`src/rtl/spi_mem_loader.sv`:
```
// SPI slave (mode 0, oversampled in clk_i) that turns host write/read frames into word requests on the memory bus.
// Optional build macro SPI_AUTOINC_EN: keep writing consecutive words (address + 4) while chip select stays low.
module spi_mem_loader #(
   parameter int unsigned ADDR_W       = 32,
   parameter int unsigned DATA_W       = 32,
   parameter int unsigned DUMMY_CYCLES = 8,
   parameter logic [7:0]  CMD_WR       = 8'h02,
   parameter logic [7:0]  CMD_RD       = 8'h0B
) (
   input  logic              clk_i,
   input  logic              rst_ni,
   input  logic              spi_sclk,
   input  logic              spi_cs,
   input  logic              spi_sdi0,
   output logic              spi_sdo0,
   output logic [1:0]        spi_mode,
   output logic              mem_req_o,
   output logic              mem_we_o,
   output logic [ADDR_W-1:0] mem_addr_o,
   output logic [DATA_W-1:0] mem_wdata_o,
   output logic [3:0]        mem_be_o,
   input  logic              mem_gnt_i,
   input  logic              mem_rvalid_i,
   input  logic [DATA_W-1:0] mem_rdata_i,
   output logic              busy_o,
   output logic              err_o
);

   localparam int unsigned SH_W = (ADDR_W > DATA_W) ? ADDR_W : DATA_W;

   typedef enum logic [3:0] {
      IDLE, CMD, ADDR, DATA, WR_REQ, RD_REQ, DUMMY, RD_OUT, IGNORE
   } state_e;

   logic sclk_s1_q, sclk_s2_q, sclk_d_q;
   logic cs_s1_q, cs_s2_q, cs_d_q;
   logic sdi_s1_q, sdi_s2_q;

   always_ff @(posedge clk_i or negedge rst_ni) begin
      if (!rst_ni) begin
         sclk_s1_q <= 1'b0;
         sclk_s2_q <= 1'b0;
         sclk_d_q  <= 1'b0;
         cs_s1_q   <= 1'b1;
         cs_s2_q   <= 1'b1;
         cs_d_q    <= 1'b1;
         sdi_s1_q  <= 1'b0;
         sdi_s2_q  <= 1'b0;
      end else begin
         sclk_s1_q <= spi_sclk;
         sclk_s2_q <= sclk_s1_q;
         sclk_d_q  <= sclk_s2_q;
         cs_s1_q   <= spi_cs;
         cs_s2_q   <= cs_s1_q;
         cs_d_q    <= cs_s2_q;
         sdi_s1_q  <= spi_sdi0;
         sdi_s2_q  <= sdi_s1_q;
      end
   end

   logic sclk_rise, sclk_fall, cs_rise, cs_fall;
   assign sclk_rise = sclk_s2_q & ~sclk_d_q;
   assign sclk_fall = ~sclk_s2_q & sclk_d_q;
   assign cs_rise   = cs_s2_q & ~cs_d_q;
   assign cs_fall   = ~cs_s2_q & cs_d_q;

   state_e            state_q, state_d;
   logic [7:0]        cnt_q, cnt_d;
   logic [SH_W-1:0]   sh_q, sh_d, full;
   logic              is_rd_q, is_rd_d;
   logic [ADDR_W-1:0] addr_q, addr_d, mem_addr_q, mem_addr_d;
   logic [DATA_W-1:0] wdata_q, wdata_d, mem_wdata_q, mem_wdata_d;
   logic              issued_q, issued_d;
   logic              req_q, req_d, we_q, we_d;
   logic              rd_wait_q, rd_wait_d, rd_got_q, rd_got_d;
   logic [DATA_W-1:0] rd_sr_q, rd_sr_d;
   logic              sdo_q, sdo_d, err_q, err_d;
   logic              grant, rvalid_take;

   assign full        = {sh_q[SH_W-2:0], sdi_s2_q};
   assign grant       = req_q & mem_gnt_i;
   assign rvalid_take = rd_wait_q & mem_rvalid_i;

   // The bus request lives apart from the frame FSM so a chip-select abort never withdraws an ungranted request.
   always_comb begin
      state_d     = state_q;
      cnt_d       = cnt_q;
      sh_d        = sh_q;
      is_rd_d     = is_rd_q;
      addr_d      = addr_q;
      wdata_d     = wdata_q;
      issued_d    = issued_q;
      req_d       = req_q;
      we_d        = we_q;
      mem_addr_d  = mem_addr_q;
      mem_wdata_d = mem_wdata_q;
      rd_wait_d   = rd_wait_q;
      rd_got_d    = rd_got_q;
      rd_sr_d     = rd_sr_q;
      sdo_d       = sdo_q;
      err_d       = 1'b0;

      if (grant) begin
         req_d = 1'b0;
         if (!we_q) rd_wait_d = 1'b1;
      end
      if (rvalid_take) begin
         rd_wait_d = 1'b0;
         if (state_q == DUMMY) begin
            rd_sr_d  = mem_rdata_i;
            rd_got_d = 1'b1;
         end
      end

      case (state_q)
         IDLE: begin
            if (cs_fall) begin
               state_d = CMD;
               cnt_d   = '0;
            end
         end
         CMD: begin
            if (sclk_rise) begin
               sh_d  = full;
               cnt_d = cnt_q + 8'd1;
               if (cnt_q == 8'd7) begin
                  cnt_d = '0;
                  if (full[7:0] == CMD_WR) begin
                     state_d = ADDR;
                     is_rd_d = 1'b0;
                  end else if (full[7:0] == CMD_RD) begin
                     state_d = ADDR;
                     is_rd_d = 1'b1;
                  end else begin
                     state_d = IGNORE;
                     err_d   = 1'b1;
                  end
               end
            end
         end
         ADDR: begin
            if (sclk_rise) begin
               sh_d  = full;
               cnt_d = cnt_q + 8'd1;
               if (cnt_q == 8'(ADDR_W - 1)) begin
                  cnt_d    = '0;
                  addr_d   = {full[ADDR_W-1:2], 2'b00};
                  issued_d = 1'b0;
                  state_d  = is_rd_q ? RD_REQ : DATA;
               end
            end
         end
         DATA: begin
            if (sclk_rise) begin
               sh_d  = full;
               cnt_d = cnt_q + 8'd1;
               if (cnt_q == 8'(DATA_W - 1)) begin
                  cnt_d    = '0;
                  wdata_d  = full[DATA_W-1:0];
                  state_d  = WR_REQ;
                  issued_d = 1'b0;
                  if (!req_q) begin
                     req_d       = 1'b1;
                     we_d        = 1'b1;
                     mem_addr_d  = addr_q;
                     mem_wdata_d = full[DATA_W-1:0];
                     issued_d    = 1'b1;
                  end
               end
            end
         end
         WR_REQ: begin
            if (!issued_q) begin
               if (!req_q) begin
                  req_d       = 1'b1;
                  we_d        = 1'b1;
                  mem_addr_d  = addr_q;
                  mem_wdata_d = wdata_q;
                  issued_d    = 1'b1;
               end
            end else if (grant) begin
               issued_d = 1'b0;
`ifdef SPI_AUTOINC_EN
               state_d = DATA;
               cnt_d   = '0;
               addr_d  = addr_q + ADDR_W'(4);
`else
               state_d = IGNORE;
`endif
            end
         end
         RD_REQ: begin
            if (!issued_q) begin
               if (!req_q && !rd_wait_q) begin
                  req_d      = 1'b1;
                  we_d       = 1'b0;
                  mem_addr_d = addr_q;
                  rd_got_d   = 1'b0;
                  issued_d   = 1'b1;
               end
            end else if (grant) begin
               issued_d = 1'b0;
               state_d  = DUMMY;
               cnt_d    = '0;
            end
         end
         DUMMY: begin
            if (sclk_rise) begin
               cnt_d = cnt_q + 8'd1;
               if (cnt_q == 8'(DUMMY_CYCLES - 1)) begin
                  cnt_d   = '0;
                  state_d = RD_OUT;
                  if (!rd_got_q && !rvalid_take) begin
                     err_d   = 1'b1;
                     rd_sr_d = '0;
                  end
               end
            end
         end
         RD_OUT: begin
            // Stay here until the rise that samples the last bit, so the host still sees bit 0.
            if (sclk_fall && cnt_q != 8'(DATA_W)) begin
               sdo_d   = rd_sr_q[DATA_W-1];
               rd_sr_d = {rd_sr_q[DATA_W-2:0], 1'b0};
               cnt_d   = cnt_q + 8'd1;
            end else if (sclk_rise && cnt_q == 8'(DATA_W)) begin
               state_d = IGNORE;
            end
         end
         IGNORE: begin
         end
         default: state_d = IDLE;
      endcase

      if (cs_rise) begin
         state_d  = IDLE;
         cnt_d    = '0;
         issued_d = 1'b0;
         req_d    = req_q & ~mem_gnt_i;
      end
      if (state_d != RD_OUT) sdo_d = 1'b0;
   end

   always_ff @(posedge clk_i or negedge rst_ni) begin
      if (!rst_ni) begin
         state_q     <= IDLE;
         cnt_q       <= '0;
         sh_q        <= '0;
         is_rd_q     <= 1'b0;
         addr_q      <= '0;
         wdata_q     <= '0;
         issued_q    <= 1'b0;
         req_q       <= 1'b0;
         we_q        <= 1'b0;
         mem_addr_q  <= '0;
         mem_wdata_q <= '0;
         rd_wait_q   <= 1'b0;
         rd_got_q    <= 1'b0;
         rd_sr_q     <= '0;
         sdo_q       <= 1'b0;
         err_q       <= 1'b0;
      end else begin
         state_q     <= state_d;
         cnt_q       <= cnt_d;
         sh_q        <= sh_d;
         is_rd_q     <= is_rd_d;
         addr_q      <= addr_d;
         wdata_q     <= wdata_d;
         issued_q    <= issued_d;
         req_q       <= req_d;
         we_q        <= we_d;
         mem_addr_q  <= mem_addr_d;
         mem_wdata_q <= mem_wdata_d;
         rd_wait_q   <= rd_wait_d;
         rd_got_q    <= rd_got_d;
         rd_sr_q     <= rd_sr_d;
         sdo_q       <= sdo_d;
         err_q       <= err_d;
      end
   end

   assign spi_sdo0    = sdo_q;
   assign spi_mode    = 2'b00;
   assign mem_req_o   = req_q;
   assign mem_we_o    = we_q;
   assign mem_addr_o  = mem_addr_q;
   assign mem_wdata_o = mem_wdata_q;
   assign mem_be_o    = 4'hF;
   assign busy_o      = (state_q != IDLE) | req_q;
   assign err_o       = err_q;

endmodule

```
`config.mk`:
```
export PLATFORM = sky130hd
export DESIGN_NAME = spi_mem_loader
export DESIGN_NICKNAME = d
export VERILOG_FILES = /design/src/rtl/spi_mem_loader.sv
export SDC_FILE = /design/constraint.sdc
export NUM_CORES = 1
export LEC_CHECK = 0
export CORE_UTILIZATION = 60
export DETAILED_ROUTE_END_ITERATION = 10
export PLACE_DENSITY = 0.85
export SLEW_MARGIN = 25
export SYNTH_ARGS = -nofsm -noshare
export SYNTH_HDL_FRONTEND = slang
export SYNTH_SLANG_ARGS = --single-unit
```
`constraint.sdc`:
```
create_clock -name clk_i -period 6.3 [get_ports clk_i]
set_clock_uncertainty 0.05 [all_clocks]
set_input_delay 0.63 -clock clk_i [delete_from_list [all_inputs] [get_ports clk_i]]
set_output_delay 0.63 -clock clk_i [all_outputs]
set_load 0.02 [all_outputs]
```
**Word level (Yosys, flattened, before mapping)**

Cells that the tools add are included.
W data, S select, Z words.

- Multiplexer cells: 98
- Eq/ne operators: 33
- Bitwise gates (word level): 13
- Reductions and logical operators: 31
- $add $sub $neg: 1

Operator list:

| cell | count |
|---|---|
| $mux W32 | 17 |
| $pmux W32 S2 | 2 |
| $pmux W32 S3 | 1 |
| $mux W4 | 18 |
| $mux W8 | 9 |
| $mux W1 | 44 |
| $pmux W8 S5 | 1 |
| $pmux W4 S9 | 1 |
| $ne A3 B3 Y1 const B | 8 |
| $eq A4 B3 Y1 const B | 4 |
| $ne A2 B2 Y1 const B | 7 |
| $reduce_and A6 Y1 | 2 |
| $reduce_bool A2 Y1 | 5 |
| $add A8 B1 Y8 const B | 1 |
| $eq A4 B2 Y1 const B | 2 |
| $eq A8 B2 Y1 const B | 1 |
| $eq A8 B3 Y1 const B | 1 |
| $eq A8 B4 Y1 const B | 1 |
| $eq A8 B5 Y1 const B | 1 |
| $eq A8 B6 Y1 const B | 1 |
| $ne A8 B6 Y1 const B | 1 |
| $and A1 B1 Y1 | 7 |
| $reduce_and A7 Y1 | 1 |
| $ne A3 B1 Y1 const B | 2 |
| 23 further kinds | 38 |

- Output and inout port bits: 75
- Bits in registers: 217
- Word-level logic and storage cells: 200

**Depth between registers and ports, before layout**

Gate-level depths: netlist of the first run.

- Depth after elaboration: 10
- Depth in mapped cells: 9
- Gate-level depth less buffers: 7

**Worst setup path before layout of the first run**

No wires, ideal clock.

- Path kind: reg-to-reg
- Start: register cnt_q[3]
- End: register rd_sr_q[19]
- Arrival: 2.161 ns
- Path slack: 3.970 ns
- Clock period less this slack: 2.330 ns
- Data required time: 6.131 ns
- Cell stages (with the launch flop): 9
- Cell sequence: dfrtp_1 -> buf_6 -> or4_4 -> buf_6 -> nor3_4 -> a21oi_2 -> a2111oi_4 -> buf_6 -> o21ai_2

- Longest elaborated chain between the ends: 4
- Elaborated cells on any way between the ends: 7

RTL lines:

| element | RTL line | source |
|---|---|---|
| start: declaration | 68 | `logic [7:0] cnt_q, cnt_d;` |
| start signal: assignment | 264 | `cnt_q <= cnt_d;` |
| $eq A8 B3 Y1 / $ne A8 B6 Y1 (equally long branches) | 210, 222 |  |
| $mux W32 / $logic_and A1 B1 Y1 (equally long branches) | 210, 222 |  |
| $mux W32, on equally long branches | 208, 222 |  |
| $pmux W32 S2 * | 115 | `case (state_q)` |
| via rd_sr_d[19] | 76 | `logic [DATA_W-1:0] rd_sr_q, rd_sr_d;` |
| end signal: assignment | 276 | `rd_sr_q <= rd_sr_d;` |
| end: declaration | 76 |  |

The timed path passes the listed nets; every way through them passes the cells marked *.
A chain may end at the register's enable or synchronous reset.

**Final worst setup path of the first run**

- Start: register state_q[0]
- End: register mem_addr_q[7], in the netlist mem_addr_o[7]

- Longest elaborated chain between the ends: 3
- Elaborated cells on any way between the ends: 11

RTL lines:

| element | RTL line | source |
|---|---|---|
| start: declaration | 67 | `state_e state_q, state_d;` |
| start signal: assignment | 263 | `state_q <= state_d;` |
| $eq A4 B3 Y1 / $eq A4 B2 Y1 (equally long branches) | 115 |  |
| $ne A2 B2 Y1 (no source line) / $reduce_bool A3 Y1 (equally long branches) | n/a |  |
| $reduce_and A6 Y1 (no source line) | n/a |  |
| end signal: assignment | 272 | `mem_addr_q <= mem_addr_d;` |
| end: declaration | 71 | `logic [ADDR_W-1:0] addr_q, addr_d, mem_addr_q, mem_addr_d;` |

Several ways; a longest one is shown, not always the timed one.

==> flow_results.org, run 1 <==
** Place
- Input and output buffers added on the ports amount to 105.
- Summed over all nets, the half-perimeter wirelength after detailed placement is 12.0 mm.
- Final Wtd Congestion :: approximately 0.8
- Worst setup slack after placement :: roughly 2.5 ns
- Including well taps, the total number of placed cells is 1030.

** Synthesis
- Yosys mapped a number of flops with a built-in enable equal to 0.
- The synthesized netlist contains 73 unique library cells.
- The average instance in the mapped netlist occupies 12.7 µm².
- Area fraction in and, or, nand and nor cells after synthesis :: 0.0829
- Count of synthesis-stage warnings from yosys :: 0
- Yosys reg bits :: about 220
- Complex-gate fraction of the synthesized area :: 0.0905
- In the post-synthesis netlist, the biggest area contributors are sky130_fd_sc_hd__dfrtp_1, sky130_fd_sc_hd__mux2_2, sky130_fd_sc_hd__mux2i_1.
- Area leader, netlist :: sky130_fd_sc_hd__dfrtp_1
- In the synthesized netlist the async set-or-reset flop fraction comes to 1.00.
- For this run, the register share of the synthesized area comes to 0.564.
- Adder and majority gate portion of the synthesized area :: 0.00524
- Main combinational cell family by area after synthesis :: multiplexers
- Most repeated cell in the gate-level netlist after synthesis :: sky130_fd_sc_hd__dfrtp_1
- After synthesis the cells add up to 9540 µm².
- Dominant synthesized flop cell :: sky130_fd_sc_hd__dfrtp_1
- Fraction of synthesized cell area taken by the top area cell type :: 0.556
- After technology mapping, the gate count stands at between 700 and 800.
- Of the total synthesized cell area, the portion taken by XOR and XNOR cells is 0.00184.
- The commonest cells after synthesis are sky130_fd_sc_hd__dfrtp_1, sky130_fd_sc_hd__mux2_2, sky130_fd_sc_hd__mux2i_1, sky130_fd_sc_hd__nor2_1, sky130_fd_sc_hd__nand2_1.
- The portion of synthesized area spent on multiplexers is 0.215.

** Worst hold path
- In this run the worst hold path is classified as primary input to asynchronous set/reset pin.

** Routing
- Residual antenna-violating net count after detailed routing :: 0
- Final routed wire length divided by cell count :: 18.6 µm
- The detailed router finished its first iteration with 354 violations.
- Ratio of routed vias to standard cells :: around 5.7
- Total length of routed wires :: 19.8 mm
- Number of optimization iterations in the first detailed-route pass :: 4
- Via count :: 6132
- DRC violation count after routing :: 0

** Clocking
- Cell at the root of the clock tree :: sky130_fd_sc_hd__clkbuf_16
- Number of gates resized after cts :: 0
- Number of buffers created by CTS :: 22
- The clock drives 215 sinks.
- Register clock-pin slew on the reported worst setup and hold paths :: approximately 0.06 ns
- Once the clock tree was built, the setup fixing pass inserted 0 buffers.
- In this run the deepest clock path goes through 3 buffers.
- Number of hold-repair buffers added at the cts stage :: 0
- Worst-skew pair later-pin latency :: 0.52 ns
- Clock tree from TritonCTS :: built
- Htree depth :: 1

** STA
- Setup violations remaining at the end of the flow were counted as 0.
- Setup TNS :: 0 ns
- The worst path meets setup with about 2.4 ns of slack.
- In the finished design, the share of the clock period the worst path needs comes to 0.613.
- Setup repair after global routing left no endpoint under its margin.
- Fin. Hold Viols :: 0
- Slew at the pin closest to its max-slew limit :: 1.02 ns
- Headroom to the max-slew limit came out at 0.320.
- Highest clock frequency the design can meet :: 0.259 GHz
- Max-slew violations :: 0
- The worst path needs 3.86 ns of the cycle, external delays included.

** Final layout
- Area delta synth->final :: 19.6%
- Of the cells placed in the final design, the portion with a size suffix greater than 1 is 0.262.
- Final non-filler cell total :: 1067
- After the last flow step, the layout net total stands at 886.
- After filler insertion, the fill cell instance count of the layout stands at between 1000 and 1500.
- The number of antenna diodes in the final layout is 0.

** Power
- Worst-case vdd ir drop :: 0.309 mV
- Areal power density over the cells :: 323 nW/µm²
- For this design the static power due to leakage is 4.98 nW.

** Global routing
- Largest net degree at the start of global routing :: just under 100
- After global routing the overflow that remains totals 0.
- Vias in the first global route :: between 6000 and 7000
- Tot GR Track Use :: 0.252
- First-pass GRT wire length :: 32.8 mm
- The initial antenna violation count came to 0.

** Floorplan
- The die covers 16400 µm².
- Width of the die :: about 130 µm
- The die is 128 µm tall.
- In this run the core area contains 45 standard-cell rows.
- The initial utilization of the core area, before any placement, comes to 0.621.
- 114 I/O pins were placed.
- The total area inside the core boundary comes to ~15000 µm².

** Run
- Max-cap violations in this run came to 0.

** Setup path
- Crit path required time :: 6.63 ns
- The critical path is of the register to register type.
- The endpoint identified for the worst register-to-register timing path is mem_addr_o[7].
- R2r setup slk :: 2.44 ns
- Reg2Reg Launch Point :: state_q[0]
- Maximum fanout along the worst path :: 35
- Critical path arrival :: between 4 and 5 ns
- Endpoint kind of the worst setup timing path :: register
- The worst register-to-register path has a depth of 6.
- Startpoint kind of the worst setup timing path :: register

** Run status
- Run status :: complete, no violations
==> state kept, by name (all words and copies together) (netlist names), 4 cells and up <==
register	cells
mem_wdata_o	32
rd_sr_q	32
wdata_q	32
sh_q	31
addr_q	30
mem_addr_o	30
cnt_q	8
state_q	4
==> worst max path at each step <==
stage,cells past startpoint,end,startpoint
after floorplan,8,rd_sr_q[19],cnt_q[3]
after global placement,6,mem_addr_o[22],state_q[0]
after detailed placement,6,mem_addr_o[21],state_q[0]
after CTS,6,mem_addr_o[7],state_q[0]
after global routing,6,mem_addr_o[6],state_q[0]
final,6,mem_addr_o[7],state_q[0]
==> cell usage in the layout, fill, tap and decap left out, drive strengths merged, types with 3 or more instances in the layout <==
cell type        n
nor3             5
and3             3
nor3b            4
dfrtp          212
a31oi            6
nand3           10
bufinv           3
nand2           46
nand2b           6
nor2            50
a21oi           40
o31ai            5
nor2b            3
buf              9
o21ai           39
clkbuf          29
nand3b           6
dfstp            3
clkinv           6
o22ai            4
mux2i           64
clkdlybuf4s50  104
o211ai           5
conb             8
ha               4
inv             13
mux2           125
nor4             3
==> metal layers <==
layer,vias up,GRT usage,routed length [µm]
met1,3132,0.335,8690
met3,28,0.0417,857
li1,2838,-,-
met2,134,0.435,10000
met5,-,0,0
met4,0,0.0581,266
==> stage by stage <==
stage	total power [W]	util	hold WS, ns	cell area (µm²)
after global routing	0.00383	0.743	0.194	11400
after floorplan	0.00201	-	0.281	9570
after CTS	0.00372	0.743	0.170	11400
after detailed placement	0.00236	0.693	0.291	10700
after global placement	0.00234	0.693	0.283	10700
final	0.00369	0.743	0.144	11400
==> final cells by class <==
| class | count | area (µm²) | share of cell area |
|---|---|---|---|
| flip-flops and latches | 215 | 5380 | 0.472 |
| multi-input cells | 477 | 3840 | 0.336 |
| repair buffers | 114 | 1120 | 0.0983 |
| clock buffers | 28 | 613 | 0.0537 |
| well taps | 211 | 264 | 0.0231 |
| clock inverters | 9 | 145 | 0.0127 |
| inverters | 13 | 48.8 | 0.00427 |
==> cell families after synthesis <==
| kind of cell | count (synthesis) |
|---|---|
| muxes | 189 |
| buffers and inverters | 66 |
| xor gates and xnor gates | 2 |
| and+or+nand+nor | 153 |
| other | 2 |
| AOI/OAI and AO/OA | 121 |
| adders and majority gates | 4 |
| DFF | 215 |
==> power by group <==
group          switching [W]  total [W]  leakage [nW]  internal, W
sequential          0.000137    0.00167          2.78      0.00153
clock               0.000529    0.00134         0.376     0.000813
combinational       0.000351   0.000674          1.83     0.000322
==> critical path, stage by stage (launching register included) <==
cell and delay [ns]:
sky130_fd_sc_hd__dfrtp_1 0.91, sky130_fd_sc_hd__and4bb_2 0.39, sky130_fd_sc_hd__or4b_2 1.06, sky130_fd_sc_hd__nand2_1 0.21, sky130_fd_sc_hd__nand3b_1 0.38, sky130_fd_sc_hd__buf_4 0.41
sky130_fd_sc_hd__mux2_2 0.31
No activity file was read; power rests on OpenSTA's default activity.
==> inputs of run 2 (changes only) <==
Settings changed: CORE_UTILIZATION 60 to 51, PLACE_DENSITY 0.85 to 0.77.
Clock period 6.3 ns to 3.1 ns, I/O delays scaled along.
==> flow_results.org, run 2 (synthesis gave the netlist of run 1 again) <==
** Routing
- Residual antenna-violating net count after detailed routing :: 0
- Iteration-0 DRC count of the detailed router :: ~320
- DRC violation count after routing :: 8
- In the routed layout, each cell is associated on average with a via count of 5.49.
- In the final routed layout, each cell accounts on average for roughly 17 µm.
- Via count :: 6073
- Summed over all layers, the routed wires come to 19.3 mm.
- Number of optimization iterations in the first detailed-route pass :: 7

** Setup path
- Crit-path max cell delay :: 0.57 ns
- For this design, the slowest cell found on the critical path is sky130_fd_sc_hd__or4b_1.
- Along the worst path, the maximum fanout reaches 12.
- Start-to-end type of the worst setup path :: register to register
- Crit path required time :: 3.49 ns
- Critical path arrival :: 3.01 ns
- STA classifies the critical path endpoint as a register.
- Critical Path, Cell by Cell :: buf_4 > or4b_1 > o21bai_1 > a31oi_1 > nor3b_2 > mux2_2
- The worst setup path is launched from a register.

** Final layout
- The finished cells cover 11600 µm².
- ANT cells :: 0
- Layout net count :: 906
- In the final layout, the share of cells above drive strength 1 is 0.278.
- Area delta synth->final :: 21.8%
- Most frequent standard cell in the layout excluding fill and tap cells :: sky130_fd_sc_hd__dfrtp_1
- Counting the fill cells in the layout gives 1382.
- Final non-filler cell total :: 1106
- Most used cells in the layout excluding fill and tap cells :: sky130_fd_sc_hd__dfrtp_1, sky130_fd_sc_hd__mux2_2, sky130_fd_sc_hd__clkdlybuf4s50_1, sky130_fd_sc_hd__mux2i_1, sky130_fd_sc_hd__nor2_1

** Clocking
- Clock sinks :: approximately 220
- Register clock-pin slew on the reported worst setup and hold paths :: 0.06 ns
- Number of buffers created by CTS :: 23
- TritonCTS built the clock tree.
- Largest buffer count on any clock path :: 3
- Post-CTS repair changed the size of 0 cells.
- Worst-skew pair later-pin latency :: 0.50 ns
- CTS built an H-tree with a depth of 1.
- Number of setup buffers added after CTS :: 0
- After clock tree synthesis, the flow added hold-fix buffers numbering 1.
- The cell sitting at the root of the clock tree is a sky130_fd_sc_hd__clkbuf_16.

** Power
- In this run the power density over the cells is 647 nW/µm².
- IR analysis of the VDD net gives a maximum drop of 0.574 mV.
- Post-route total power :: 0.00752 W
- Leakage dissipation :: about 5.1 nW

** STA
- Endpoints failing setup :: 0
- Setup repair after global routing missed its margin :: false
- In the post-route analysis, the smallest setup slack over all paths is 0.480 ns.
- Subtracting the final worst setup slack from the clock period gives 2.62 ns.
- Highest clock frequency the design can meet :: 0.382 GHz
- Slew at the pin closest to its max-slew limit :: 0.678 ns
- Max-slew violations :: 0
- The final count of hold timing violations was 0.
- The worst pin sits at a relative slew slack of 0.548.
- Setup TNS :: 0 ns
- Portion of the clock cycle consumed by the worst path in the final layout :: 0.845

** Floorplan
- Core Rows :: just under 50
- The initial utilization of the core area, before any placement, comes to 0.526.
- The die covers 19300 µm².
- During I/O placement, the number of pins put on the boundary was ~110.
- Die extent in y :: approximately 140 µm
- After floorplanning, the core was sized to cover between 15000 and 20000 µm².
- Width of the die :: 139 µm

** Place
- Summed over all nets, the half-perimeter wirelength after detailed placement is 12.5 mm.
- Buffers placed on the I/O ports in this run total 105.
- Worst setup slack after placement :: 0.509 ns
- After detailed placement, the design holds a cell count of 1066.
- Placement Cell Area :: 10800 µm²
- At the end of routability-driven placement, the weighted congestion stood at 0.873.

** Run status
- The checks that failed: DRC.
- Run status :: finished, violations left

** Run
- Total of max-cap violations :: 0

** Global routing
- Vias in the first global route :: 6324
- For this run the aggregate overflow at the end of global routing stands at 0.
- Antenna violations before repair :: 0
- First-pass GRT wire length :: 32.6 mm
- Tot GR Track Use :: 0.207
- Entering global routing, the biggest net connects 90 pins.

** Worst hold path
- Hold Path Class :: primary input to register
run 2: stage by stage:
step                      hold WS (ns)   util
final                            0.214  0.640
after global placement           0.282  0.597
after global routing             0.199  0.640
after CTS                        0.208  0.640
after floorplan                -0.0356      -
after detailed placement         0.289  0.597
run 2: area by class of cell:
type / instances / area (µm²) / share of cell area
inverters: 13 / 48.8 / 0.00420
clock inverters: 11 / 143 / 0.0123
clock buffers: 28 / 624 / 0.0537
multi-input cells: 477 / 3840 / 0.330
well taps: 229 / 287 / 0.0247
repair buffers: 133 / 1290 / 0.111
flip-flops and latches: 215 / 5380 / 0.463
run 2: report_power, final:
part / internal [W] / switching, W / total [W]
Clock: 0.00168 / 0.00108 / 0.00276
Combinational: 0.000672 / 0.000731 / 0.00140
Sequential: 0.00312 / 0.000241 / 0.00336
Total: 0.00547 / 0.00205 / 0.00752
run 2: layer usage:
metal	GRT usage	wire length (µm)	part of all wire	vias to the layer above
li1	-	-	-	2879
met3	0.0328	919	0.048	19
met4	0.0450	221	0.011	0
met5	0	0	0	-
met1	0.298	9160	0.47	3042
met2	0.334	8980	0.47	133
run 2: path summary, 6_finish.rpt:
| path | start | to | slack, ns | cells after the start |
|---|---|---|---|---|
| max | state_q[0] | cnt_q[0] | 0.48 | 6 |
| min | spi_cs | cs_s1_q | 0.21 | 1 |
| max reg2reg | state_q[0] | cnt_q[0] | 0.48 | 6 |
| min reg2reg | sdi_s1_q | sdi_s2_q | 0.30 | 0 |
| max in group asynchronous | rst_ni | wdata_q[21] | 1.79 | 3 |
| min in group asynchronous | rst_ni | rd_sr_q[3] | 0.35 | 2 |
run 2: worst max-delay path: cells and delay by family, from the launching register on:
| kind | cells | cell delay, ns |
|---|---|---|
| and+or+nand+nor | 2 | 0.93 |
| AOI/OAI and AO/OA | 2 | 0.55 |
| DFF | 1 | 0.54 |
| buffers and inverters | 1 | 0.27 |
| muxes | 1 | 0.22 |
==> inputs of run 3 (changes only) <==
Settings changed: CORE_UTILIZATION 51 to 56, PLACE_DENSITY 0.77 to 0.8.
Clock period 3.1 ns to 2.45 ns, I/O delays scaled along.
==> flow_results.org, run 3 (synthesis gave the netlist of run 1 again) <==
** Run status
- Run status :: complete, no violations

** Final layout
- Final non-filler cell total :: 1111
- The library cell used most frequently in the layout, excluding fill and tap cells, is sky130_fd_sc_hd__dfrtp_1.
- ANT cells :: 0
- Ratio of cells with drive above 1 in the final layout :: 0.283
- Number of inserted filler cells in the final layout :: 1151
- Area delta synth->final :: 22.7%
- Most used cells in the layout excluding fill and tap cells :: sky130_fd_sc_hd__dfrtp_1, sky130_fd_sc_hd__mux2_2, sky130_fd_sc_hd__clkdlybuf4s50_1, sky130_fd_sc_hd__mux2i_1, sky130_fd_sc_hd__nor2_1
- In the final design database the tool counted 917 nets.

** Floorplan
- Die extent in y :: 133 µm
- Core Rows :: 47
- Core Box Area :: 16600 µm²
- Width of the die :: 133 µm
- Area enclosed by the die boundary :: approximately 18000 µm²
- In this run the count of I/O pins placed on the die edge is approximately 110.
- Starting density of the core :: 0.575

** Clocking
- Largest buffer count on any clock path :: 3
- The clock drives around 220 sinks.
- Register clock-pin slew on the reported worst setup and hold paths :: 0.06 ns
- The clock reaches the later pin of the worst-skew pair after approximately 0.5 ns.
- TritonCTS built the clock tree.
- In this run, CTS created clock tree buffers numbering 23.
- Htree depth :: 1
- CTS placed an instance of sky130_fd_sc_hd__clkbuf_16 at the clock tree root.

** Setup path
- CP max-delay cell :: sky130_fd_sc_hd__clkdlybuf4s50_1
- The critical path ends at busy_o.
- Maximum fanout along the worst path :: 14
- The critical path is of the register to output port type.
- The largest single stage delay on the critical path is 0.56 ns.
- In this run the number of cells on the critical path is 4.
- Worst R2R End :: mem_addr_o[20]
- At the worst endpoint, the required time is 2.15 ns.
- Among cell families on the critical path, the largest total delay comes from buffers and inverters.
- R2r setup slk :: about 0.13 ns
- Reg2Reg Depth :: 6
- Startpoint kind of the worst setup timing path :: register
- The number of buffers and inverters on the critical path is 2.
- Tracing the worst setup path back leads to its startpoint at state_q[3].
- The startpoint identified for the worst register-to-register timing path is state_q[3].
- Critical Path, Cell by Cell :: buf_4 > nor2_1 > nand3b_1 > clkdlybuf4s50_1
- Critical path arrival :: around 2.0 ns
- Endpoint kind of the worst setup timing path :: output port

** Place
- Before CTS, the worst setup slack after placement is -0.0196 ns.
- Including well taps, the total number of placed cells is 1067.
- After legalization and detailed placement, the total HPWL measured about 13 mm.
- Count of buffers inserted at the top-level ports :: 105
- Final Wtd Congestion :: 0.883

** Routing
- Ratio of routed vias to standard cells :: 5.69
- The detail route stage leaves a number of antenna-violating nets equal to 0.
- The first routing iteration left 276 violations.
- The routed layout has 6318 vias.
- Number of optimization iterations in the first detailed-route pass :: 5
- After detailed routing, the number of remaining DRC violations is 0.
- Total length of routed wires :: 20.2 mm
- After detailed routing, the average wire length per cell comes to 18.2 µm.

** Global routing
- The first global-routing pass estimated 33.3 mm of wire.
- The initial antenna violation count is 0.
- Largest net degree at the start of global routing :: 76
- The number of global-route vias before repair is 6563.
- Tot GR Track Use :: 0.234
- Summed over all layers, the global routing overflow is 0.

** STA
- After layout, the minimum clock period comes to 2.34 ns.
- Max-slew violations :: 0
- Endpoints failing setup :: 0
- Once routing completed, OpenROAD measured the worst setup slack at about 0.11 ns.
- Portion of the clock cycle consumed by the worst path in the final layout :: 0.954
- The tightest hold path in the finished design has a slack of 0.117 ns.
- Worst rel slew slack :: 0.585
- Setup repair after global routing left no endpoint under its margin.
- At the pin with the least slew margin, the transition time is 0.623 ns.
- For this run, the top clock speed supported by timing is 0.428 GHz.
- The final count of hold timing violations came to 0.
- In the final timing run, aggregate negative setup slack is 0 ns.

** Power
- Net switching share of the total power :: 0.283
- The share of total power dissipated in combinational logic is 0.197.
- Reg power frac :: 0.460
- The internal power of the cells totals around 0.0067 W.
- Leakage dissipation :: 5.13 nW
- For this design the ratio of total power to cell area is 793 nW/µm².
- The worst-case IR drop observed on VDD is 0.694 mV.
- Net switching power :: 0.00263 W
- Of the total power, the clock network draws 0.343.

** Run
- Total of max-cap violations :: 0

** Worst hold path
- In this run the worst hold path is classified as primary input to register.
run 3: changes by cell type in the layout (fill, tap and decap cells not counted), sizes merged:
cell	previous run	this run
clkbuf	28	38
buf	28	37
bufinv	3	0
clkinvlp	2	0
clkinv	5	4
inv	14	15
run 3: layer usage:
layer	GRT usage	up-vias	wire length, µm	share of wire
met5	0	-	0	0
met3	0.0352	30	848	0.042
li1	-	2922	-	-
met2	0.400	160	10100	0.50
met4	0.0587	0	295	0.015
met1	0.314	3206	8920	0.44
run 3: power groups by stage:
stage | sequential (W) | clock, W | combinational (W)
floorplan | 0.00457 | 0 | 0.000596
global placement | 0.00431 | 0 | 0.00176
detailed placement | 0.00432 | 0 | 0.00182
CTS | 0.00427 | 0.00325 | 0.00184
global route | 0.00432 | 0.00339 | 0.00196
finish | 0.00428 | 0.00318 | 0.00183
run 3: timing repair:
action,4_1_cts,5_1_grt
pin swaps,0,1
setup endpoints to repair,35,6
hold endpoints to repair,70,0
resized for setup,2,5
buffers inserted,0,0
gates cloned,0,1
hold buffers,1,0
run 3: worst register-to-register path: stages, from the launching register on:
cell and delay (ns):
sky130_fd_sc_hd__dfrtp_1 0.38, sky130_fd_sc_hd__and4bb_2 0.37, sky130_fd_sc_hd__or4b_4 0.53, sky130_fd_sc_hd__nand2_1 0.11
sky130_fd_sc_hd__nand3b_1 0.19, sky130_fd_sc_hd__buf_4 0.27, sky130_fd_sc_hd__mux2_2 0.29
run 3: worst min-delay path by stage:
stage	from	to	slack, ns	cells past startpoint
2_1_floorplan	rst_ni	addr_q[10]	-0.10	0
3_3_place_gp	rst_ni	rd_sr_q[7]	0.25	1
3_5_place_dp	rst_ni	rd_sr_q[7]	0.26	1
4_1_cts	spi_cs	cs_s1_q	0.11	1
5_1_grt	spi_cs	cs_s1_q	0.11	1
6_report	spi_cs	cs_s1_q	0.12	1
run 3: final cells by class:
class                      count  area (µm²)  area share
clock buffer                  36         654      0.0559
clock inverter                 6        40.0     0.00342
inverter                      13        48.8     0.00417
multi-input combinational    477        3860       0.330
sequential                   215        5380       0.460
tap                          220         275      0.0235
timing repair buffer         144        1450       0.124
run 3: per-stage QoR:
stage               utilization  total power [W]  instance area [µm²]
CTS                       0.704          0.00936                11700
global placement          0.661          0.00607                11000
floorplan                     -          0.00517                 9570
global route              0.706          0.00967                11700
detailed placement        0.661          0.00614                11000
finish                    0.706          0.00929                11700
